--- config.mk ---
export PLATFORM = sky130hd
export DESIGN_NAME = hunter_crosshair
export DESIGN_NICKNAME = d
export VERILOG_FILES = /design/src/rtl/hunter_crosshair.sv
export SDC_FILE = /design/constraint.sdc
export NUM_CORES = 1
export LEC_CHECK = 0
export CAP_MARGIN = 25
export CORE_ASPECT_RATIO = 1.1
export CORE_UTILIZATION = 38
export DETAILED_ROUTE_END_ITERATION = 10
export DONT_BUFFER_PORTS = 1
export PLACE_DENSITY = 0.49
export SLEW_MARGIN = 25
export SYNTH_ARGS = -nofsm -noshare
export SYNTH_HDL_FRONTEND = slang
export SYNTH_SLANG_ARGS = --single-unit
export TNS_END_PERCENT = 1
--- constraint.sdc ---
create_clock -name CLOCK_50 -period 4.6 [get_ports CLOCK_50]
set_input_delay 0.69 -clock CLOCK_50 [delete_from_list [all_inputs] [get_ports CLOCK_50]]
set_output_delay 0.69 -clock CLOCK_50 [all_outputs]
set_load 0.01 [all_outputs]
--- src/rtl/hunter_crosshair.sv ---
// hunter_crosshair
//   Player crosshair for the duck hunt display path. Moves a plus-shaped
//   cursor once per frame, detects trigger edges subject to a frame-based
//   cooldown, and on request emits a 9-pixel plot sequence at either the
//   current or the last drawn position.
//
// Ports
//   CLOCK_50            system clock
//   reset               asynchronous, active-low reset
//   frame_tick          one-cycle pulse per frame
//   move_left/right/up/down  direction levels (synchronised)
//   fire                trigger level (synchronised)
//   draw_req            one-cycle pulse starting a plot sequence
//   erase               with draw_req: 1 = last drawn position, 0 = current
//   x_out, y_out, plot  pixel coordinate and valid strobe
//   busy, done          sequence in progress / one-cycle completion pulse
//   shot, shot_x/y      one-cycle shot pulse and latched centre
//   cx, cy              current crosshair centre
module hunter_crosshair #(
    parameter int unsigned X_MAX    = 159,
    parameter int unsigned Y_MAX    = 119,
    parameter int unsigned X_INIT   = 80,
    parameter int unsigned Y_INIT   = 100,
    parameter int unsigned STEP     = 1,
    parameter int unsigned COOLDOWN = 8
) (
    input  logic       CLOCK_50,
    input  logic       reset,
    input  logic       frame_tick,
    input  logic       move_left,
    input  logic       move_right,
    input  logic       move_up,
    input  logic       move_down,
    input  logic       fire,
    input  logic       draw_req,
    input  logic       erase,
    output logic [7:0] x_out,
    output logic [6:0] y_out,
    output logic       plot,
    output logic       busy,
    output logic       done,
    output logic       shot,
    output logic [7:0] shot_x,
    output logic [6:0] shot_y,
    output logic [7:0] cx,
    output logic [6:0] cy
);

    localparam int unsigned CW    = (COOLDOWN < 1) ? 1 : $clog2(COOLDOWN + 1);
    localparam logic [8:0]  LO    = 9'd2;
    localparam logic [8:0]  STEP9 = 9'(STEP);
    localparam logic [8:0]  X_HI  = 9'(X_MAX - 2);
    localparam logic [8:0]  Y_HI  = 9'(Y_MAX - 2);

    typedef enum logic [1:0] {
        S_IDLE,
        S_PLOT,
        S_DONE
    } state_t;

    state_t          state_q, state_d;
    logic [3:0]      idx_q, idx_d;
    logic [7:0]      cx_q, cx_d;
    logic [6:0]      cy_q, cy_d;
    logic [7:0]      last_x_q, last_x_d;
    logic [6:0]      last_y_q, last_y_d;
    logic [7:0]      snap_x_q, snap_x_d;
    logic [6:0]      snap_y_q, snap_y_d;
    logic [CW-1:0]   cool_q, cool_d;
    logic            fire_prev_q;
    logic            shot_q, shot_d;
    logic [7:0]      shot_x_q, shot_x_d;
    logic [6:0]      shot_y_q, shot_y_d;
    logic [7:0]      x_out_q, x_out_d;
    logic [6:0]      y_out_q, y_out_d;
    logic            plot_q, plot_d;
    logic            busy_q, busy_d;
    logic            done_q, done_d;
    logic            fire_edge;

    // One clamped step on a single axis. Widened to 9 bits so a decrement
    // near zero is caught by the compare instead of wrapping.
    function automatic logic [7:0] step_axis(input logic [7:0] p, input logic dec,
                                             input logic inc, input logic [8:0] hi);
        logic [8:0] w;
        w = {1'b0, p};
        if (dec && !inc)
            step_axis = (w < LO + STEP9) ? 8'(LO) : 8'(w - STEP9);
        else if (inc && !dec)
            step_axis = (w + STEP9 > hi) ? 8'(hi) : 8'(w + STEP9);
        else
            step_axis = p;
    endfunction

    // Sprite pixel i around (x,y): centre, horizontal arm, vertical arm.
    function automatic logic [14:0] pixel(input logic [3:0] i, input logic [7:0] x,
                                          input logic [6:0] y);
        logic [7:0] px;
        logic [6:0] py;
        px = x;
        py = y;
        case (i)
            4'd1: px = x - 8'd2;
            4'd2: px = x - 8'd1;
            4'd3: px = x + 8'd1;
            4'd4: px = x + 8'd2;
            4'd5: py = y - 7'd2;
            4'd6: py = y - 7'd1;
            4'd7: py = y + 7'd1;
            4'd8: py = y + 7'd2;
            default: ;
        endcase
        pixel = {px, py};
    endfunction

    // Movement
    always_comb begin
        cx_d = cx_q;
        cy_d = cy_q;
        if (frame_tick) begin
            cx_d = step_axis(cx_q, move_left, move_right, X_HI);
            cy_d = 7'(step_axis({1'b0, cy_q}, move_up, move_down, Y_HI));
        end
    end

    // Trigger: a shot reloads the cooldown, which takes priority over the
    // per-frame decrement in the same cycle.
    assign fire_edge = fire && !fire_prev_q;

    always_comb begin
        shot_d   = 1'b0;
        shot_x_d = shot_x_q;
        shot_y_d = shot_y_q;
        cool_d   = cool_q;
        if (fire_edge && cool_q == '0) begin
            shot_d   = 1'b1;
            shot_x_d = cx_q;
            shot_y_d = cy_q;
            cool_d   = CW'(COOLDOWN);
        end else if (frame_tick && cool_q != '0) begin
            cool_d = cool_q - 1'b1;
        end
    end

    // Plot sequencer. Outputs are computed one cycle ahead so the pixel
    // for idx is on x_out/y_out while idx_q holds that value.
    always_comb begin
        state_d  = state_q;
        idx_d    = idx_q;
        snap_x_d = snap_x_q;
        snap_y_d = snap_y_q;
        last_x_d = last_x_q;
        last_y_d = last_y_q;
        x_out_d  = x_out_q;
        y_out_d  = y_out_q;
        plot_d   = 1'b0;
        busy_d   = 1'b0;
        done_d   = 1'b0;
        case (state_q)
            S_IDLE: begin
                if (draw_req) begin
                    if (erase) begin
                        snap_x_d = last_x_q;
                        snap_y_d = last_y_q;
                    end else begin
                        snap_x_d = cx_q;
                        snap_y_d = cy_q;
                        last_x_d = cx_q;
                        last_y_d = cy_q;
                    end
                    state_d            = S_PLOT;
                    idx_d              = 4'd0;
                    {x_out_d, y_out_d} = pixel(4'd0, snap_x_d, snap_y_d);
                    plot_d             = 1'b1;
                    busy_d             = 1'b1;
                end
            end
            S_PLOT: begin
                busy_d = 1'b1;
                if (idx_q == 4'd8) begin
                    state_d = S_DONE;
                    done_d  = 1'b1;
                end else begin
                    idx_d              = idx_q + 4'd1;
                    {x_out_d, y_out_d} = pixel(idx_d, snap_x_q, snap_y_q);
                    plot_d             = 1'b1;
                end
            end
            S_DONE: begin
                state_d = S_IDLE;
            end
            default: begin
                state_d = S_IDLE;
            end
        endcase
    end

    always_ff @(posedge CLOCK_50 or negedge reset) begin
        if (!reset) begin
            state_q     <= S_IDLE;
            idx_q       <= '0;
            cx_q        <= 8'(X_INIT);
            cy_q        <= 7'(Y_INIT);
            last_x_q    <= 8'(X_INIT);
            last_y_q    <= 7'(Y_INIT);
            snap_x_q    <= '0;
            snap_y_q    <= '0;
            cool_q      <= '0;
            fire_prev_q <= 1'b0;
            shot_q      <= 1'b0;
            shot_x_q    <= '0;
            shot_y_q    <= '0;
            x_out_q     <= '0;
            y_out_q     <= '0;
            plot_q      <= 1'b0;
            busy_q      <= 1'b0;
            done_q      <= 1'b0;
        end else begin
            state_q     <= state_d;
            idx_q       <= idx_d;
            cx_q        <= cx_d;
            cy_q        <= cy_d;
            last_x_q    <= last_x_d;
            last_y_q    <= last_y_d;
            snap_x_q    <= snap_x_d;
            snap_y_q    <= snap_y_d;
            cool_q      <= cool_d;
            fire_prev_q <= fire;
            shot_q      <= shot_d;
            shot_x_q    <= shot_x_d;
            shot_y_q    <= shot_y_d;
            x_out_q     <= x_out_d;
            y_out_q     <= y_out_d;
            plot_q      <= plot_d;
            busy_q      <= busy_d;
            done_q      <= done_d;
        end
    end

    assign x_out  = x_out_q;
    assign y_out  = y_out_q;
    assign plot   = plot_q;
    assign busy   = busy_q;
    assign done   = done_q;
    assign shot   = shot_q;
    assign shot_x = shot_x_q;
    assign shot_y = shot_y_q;
    assign cx     = cx_q;
    assign cy     = cy_q;

endmodule
==> out/summary.txt <==
Clock Skew -> 0.0100 ns
Worst reg2reg setup slack -> 0.76 ns
Max-slew headroom -> 38.7%
Most frequent cell after synthesis -> nand2_1
Synth area leaders -> dfrtp_1 30%, ha_1 7.5%, nand2_1 5.9%, dfstp_2 4.5%, o21ai_0 3.8%
Worst hold slack -> 0.0399 ns
Worst-Skew Late Latency -> 0.34 ns
Final slew viol count -> 0
Count of non-filler cells in the finished layout -> 842
Die H -> 132 um
Post-synthesis adder-cell area fraction -> 8.88%
Drt pass-1 iters -> 7
Cells after Synth -> 671
Status -> finished clean
Post-layout min period -> 3.84 ns
Via count -> 4975
CP Data Required Time -> 4.83 ns
Layout cells sized above 1 -> 10.1%
Routed len/inst -> 18.5 um
RSZ-0062 raised after global routing -> false
Least-Margin Pin Slew -> 0.915 ns
Xor/xnor cell area share of the yosys netlist -> 3.00%
Multi-input logic area -> 3490 um2
Fillers -> 1481
Initial Util -> 38.9%
Total track usage -> 20.5%
FMAX -> 0.260 GHz
Post-Syn Area -> 5830 um2
H-tree depth -> 3
Post-Layout Inst Area -> 6200 um2
Yosys synthesis warning count -> 0
PwrDens -> 828 nW/um2
Synth Area per Inst -> 8.69 um2
Crit start category -> flop
Compound-Gate Fraction of Synth Area -> 25.8%
Placer congestion estimate -> 0.873
Dominant register cell in the synthesized netlist -> dfrtp_1
Combinational family with the most area after synthesis -> compound AO/OA/AOI/OAI gates
First-pass GRT wire length -> 25800 um
CTS tree -> done
# diodes -> 0
MaxCap Viol Count -> 0
CTS root buf -> clkbuf_16
Initial antenna violation count -> 0
Synth top area share -> 30.0%
Nets@finish -> 690
Final hold vios -> 0
PortBufs -> 0
Commonest cells in the synthesized netlist -> 91 x nand2_1, 70 x dfrtp_1, 44 x o21ai_0, 35 x a21oi_1, 35 x ha_1
Post-synth EDFFs -> 0
Drt initial violations -> 270
TNS Setup -> 0 ns
Chip Width -> 120 um
Worst vdd ir -> 0.253 mV
CTS Hold Buffers Added -> 0
Leak Pwr -> 2.57 nW
Synthesized net count -> 720
Share of flip-flops with an asynchronous set or reset -> 100%
Period utilization -> 83.5%
Largest net degree at the start of global routing -> 81
Simple-Gate Fraction of Synth Area -> 18.1%
Arrival time of the worst setup path -> 4.07 ns
Io pins -> 59
Yosys reg bits -> 80
CP Capture Type -> flop
HPWL after DPL -> 10800 um
# Post-CTS Setup Buffers -> 0
DR vias/cell -> 5.91
Mux share of post-synthesis cell area -> 3.84%
Clock-pin slew of the registers on the worst-case setup and hold paths -> 0.07 ns
Grt ovf -> 0
DP Area -> 5900 um2
Num CTS Buffers -> 9
Hold Path Class -> in2async
Crit path max fanout -> 17
Drt total wl -> 15500 um
Post-synth top area cell -> dfrtp_1
Detail Route Antenna Nets -> 0
Core area -> 15000 um2
Vias in the first global route -> 4874
CTS resizes -> 0
Rows -> 47
Seq/Total Area, Yosys -> 34.5%
Clk sinks -> 80
WS Path Type -> reg2reg
Placed cells -> 825
Die footprint -> 15800 um2
FF/Latch Area -> 2010 um2
Synth unique cells -> 77
DRC errors left -> 0
Layout area overhead -> 6.35%
Clock Path Buffers -> 2
Finish-stage setup viols -> 0
[final cells by class]
cell class,instances,area share (%)
clock inverters,4,0.868
clock buffers,12,3.81
repair buffers,3,0.484
multi-input cells,511,56.2
inverters,36,2.18
well taps,196,3.95
flip-flops and latches,80,32.5
[registers in the layout, summed over array words and instances, names as in the netlist]
register     count
busy             1
cool_q           4
cx               8
cy               7
done             1
fire_prev_q      1
idx_q            4
last_x_q         8
last_y_q         7
plot             1
shot             1
shot_x           8
shot_y           7
snap_x_q         2
snap_y_q         3
state_q          2
x_out            8
y_out            7
[critical path: stages, from the launching register on]
cell and delay (ns):
dfrtp_1 0.57, ha_1 0.57, or3b_1 0.63, o41ai_2 0.17, nand2_1 0.30, ha_1 0.42
nor2b_1 0.16, o31a_1 0.26, o22ai_1 0.16, xnor2_1 0.08, a221oi_1 0.29, a21oi_1 0.10
[final timing paths]
| kind | start | to | cells past startpoint |
|---|---|---|---|
| setup / recovery | idx_q[0] | y_out[6] | 11 |
| hold / removal | reset | plot | 0 |
| setup reg to reg | idx_q[0] | y_out[6] | 11 |
| hold reg to reg | cool_q[2] | cool_q[2] | 1 |
| max in group asynchronous | reset | last_y_q[6] | 0 |
| min in group CLOCK_50 | fire | fire_prev_q | 0 |
[placed cells by master, fill, tap and decap left out, drive strengths merged, types with 9 or more instances in the layout]
cell type / Yosys / layout
o21ai: 56 / 56
dfstp: 10 / 10
nand2b: 9 / 9
o31ai: 13 / 13
nor2: 34 / 34
a211oi: 13 / 13
o21a: 14 / 14
clkbuf: 29 / 12
mux2: 11 / 11
nor2b: 12 / 12
mux2i: 10 / 10
ha: 35 / 35
a21oi: 36 / 36
a31oi: 9 / 9
xnor2: 10 / 10
inv: 35 / 36
nand3: 19 / 19
nand2: 91 / 91
xor2: 10 / 10
nor3: 17 / 17
dfrtp: 70 / 70
[layer usage]
layer	GRT usage (%)	part of all wire, %	vias up
li1	-	-	2374
met1	27.0	46	2440
met2	33.5	47	137
met3	4.41	5.4	24
met4	6.32	1.5	0
met5	0	0	-
[logic make-up after synthesis]
| kind of cell | count (synthesis) |
|---|---|
| compound gates | 213 |
| xor+xnor | 20 |
| fa+ha+maj | 39 |
| buf+inv | 80 |
| flops | 80 |
| mux | 21 |
| simple gates | 218 |
[where the power goes]
group	leakage (nW)	switching (mW)	internal, mW
clock network	0.133	0.301	0.424
registers	0.968	0.598	1.05
logic	1.47	1.56	1.20
[per-stage QoR]
step | util [%] | worst slack [ns] | power (mW)
global route | 41.4 | 0.492 | 5.60
finish | 41.4 | 0.759 | 5.13
CTS | 41.3 | 0.806 | 5.15
global placement | 39.3 | 0.923 | 4.35
detailed placement | 39.3 | 0.821 | 4.40
floorplan | - | 1.53 | 3.76
(Power assumes the default switching activity.)
==> variant: new RTL, same settings <==
Change the parameter `COOLDOWN` from 8 to 16.
--- a/src/rtl/hunter_crosshair.sv
+++ b/src/rtl/hunter_crosshair.sv
@@ -23,5 +23,5 @@
     parameter int unsigned Y_INIT   = 100,
     parameter int unsigned STEP     = 1,
-    parameter int unsigned COOLDOWN = 8
+    parameter int unsigned COOLDOWN = 16
 ) (
     input  logic       CLOCK_50,
Function: no difference found for any inputs over 4 cycles, from zero or initial values and one cycle with reset low; that may be too few to reach the edited logic, so the function may still have changed.
==> variant against the unedited design <==
  * Worst setup slack better by 140 ps
  * Final area decreased by 0.32%
  * Synthesized area down 1.3%
  * Count of clock-buffer cells in the layout is the same
  * Combinational power fell by 9.1%
  * Hold slack better by 3.3 ps
  * Power shrank 3.3%
  * Highest routed layer unchanged
  * Core utilization up 0.93 points
  * Sequential cell count rose by 1
  * Largest power group unchanged
  * Clock skew is 4.1 ps lower
  * Critical path type unchanged
  * Routed wire length fell by 2.2%
  * Synthesized cell count is 1.2% higher
==> variant: results (changes against the unedited design) <==
* Status: completed
* Cells after DPL at 833 (+0.97%)
* Drt initial violations at 251 (-7.0%)
* Layout Skew at 5.89 ps (-4.11 ps)
* Finished Layout Cells at 849 (+0.83%)
* Grt met3 use at 0.0428 (-0.00130)
* Peak supply drop at 295 µV (+16%)
* Largest cells by area after synthesis: dfrtp_1 31%, ha_1 7.4%, nand2_1 5.9%, o21ai_0 5.0%, dfstp_2 4.6%
* Seq/Total Area, Yosys at 0.354 (+0.00893)
* Fill count at 1496 (+1.0%)
* First-pass GRT wire length at 25300 µm (-2.0%)
* Synth Net Count at 727 (+0.97%)
* Leakage power at 2.61 nW (+1.7%)
* Dpl ws at 972 ps (+151 ps)
* Nets at 700 (+1.4%)
* Drt pass-1 iters at 4 (-3)
* Routing usage on met2 at 0.347 (+0.0125)
* Met1 global-route usage at 0.268 (-0.00219)
* Mean post-synth cell area at 8.47 µm² (-2.5%)
* Post-synth cell types at 75 (-2.6%)
* Share of layout cells above drive strength 1 at 0.0913 (-0.00929)
* Post-synth top cells: 91 x nand2_1, 71 x dfrtp_1, 57 x o21ai_0
* Vias in the first global route at 4726 (-3.0%)
* Crit path max fanout at 15 (-2)
* Rel. slew slack at 0.443 (+0.0561)
* Drt wl/cell at 17.9 µm (-3.0%)
-- variant: changes by cell type after synthesis, sizes merged, moves of 6 or more --
cell	delta
nor3	+7
nor2	+9
o31ai	-6
o21a	-6
o21ai	+16
-- variant: cell families (layout without fill, tap and decap cells) --
logic type,Yosys count,in the layout,share of synthesized area
AND/OR/NAND/NOR,234,234,0.192
AO/OA/AOI/OAI,203,203,0.237
flip-flops,81,81,0.354
buffers and inverters,81,59,0.0574
adder cells (fa/ha/maj),38,38,0.0878
multiplexers,25,25,0.0461
XOR/XNOR,17,17,0.0259
-- variant: final timing paths --
check                               start     endpoint  slack [ps]  depth (start not counted)
worst max-delay path             idx_q[0]     y_out[6]         890                         11
worst min-delay path                reset     y_out[4]          40                          0
worst max register to register   idx_q[0]     y_out[6]         890                         11
worst min register to register  cool_q[3]    cool_q[3]         470                          1
max in group asynchronous           reset        cy[5]        4340                          0
min in group CLOCK_50                fire  fire_prev_q         370                          0
-- variant: routing by layer --
metal | up-vias | wire length [µm] | part of all wire
met4 | 0 | 181 | 0.012
li1 | 2378 | - | -
met5 | - | 0 | 0
met1 | 2349 | 6990 | 0.46
met2 | 130 | 7130 | 0.47
met3 | 15 | 905 | 0.060
-- variant: final cells by class --
| cell class | count | area share |
|---|---|---|
| Clock buffer | 12 | 0.0431 |
| Clock inverter | 4 | 0.0119 |
| Inverter | 39 | 0.0237 |
| Multi-Input combinational cell | 517 | 0.548 |
| Sequential cell | 81 | 0.330 |
| Tap cell | 192 | 0.0389 |
| Timing Repair Buffer | 4 | 0.00486 |
-- variant: worst max-delay path: stages (launching register included) --
cell	delay (ps)
dfrtp_1	510
ha_1	520
or3b_1	630
o41ai_2	160
nand2_1	270
ha_1	400
nor2b_1	160
o31a_1	260
o22ai_1	180
xnor2_1	90
a221oi_1	310
a21oi_1	110
-- variant: metrics by stage --
stage | instance area [µm²] | hold WS, ps
after floorplan | 5750 | 394
after global placement | 5840 | 398
after detailed placement | 5840 | 399
after CTS | 6180 | 32.1
after global routing | 6180 | 28.2
final | 6180 | 43.2
-- variant: power breakdown --
part / leakage (nW) / switching, mW / internal, mW
Clock: 0.169 / 0.300 / 0.520
Sequential: 0.975 / 0.581 / 1.05
Combinational: 1.47 / 1.43 / 1.08
Total: 2.61 / 2.31 / 2.66
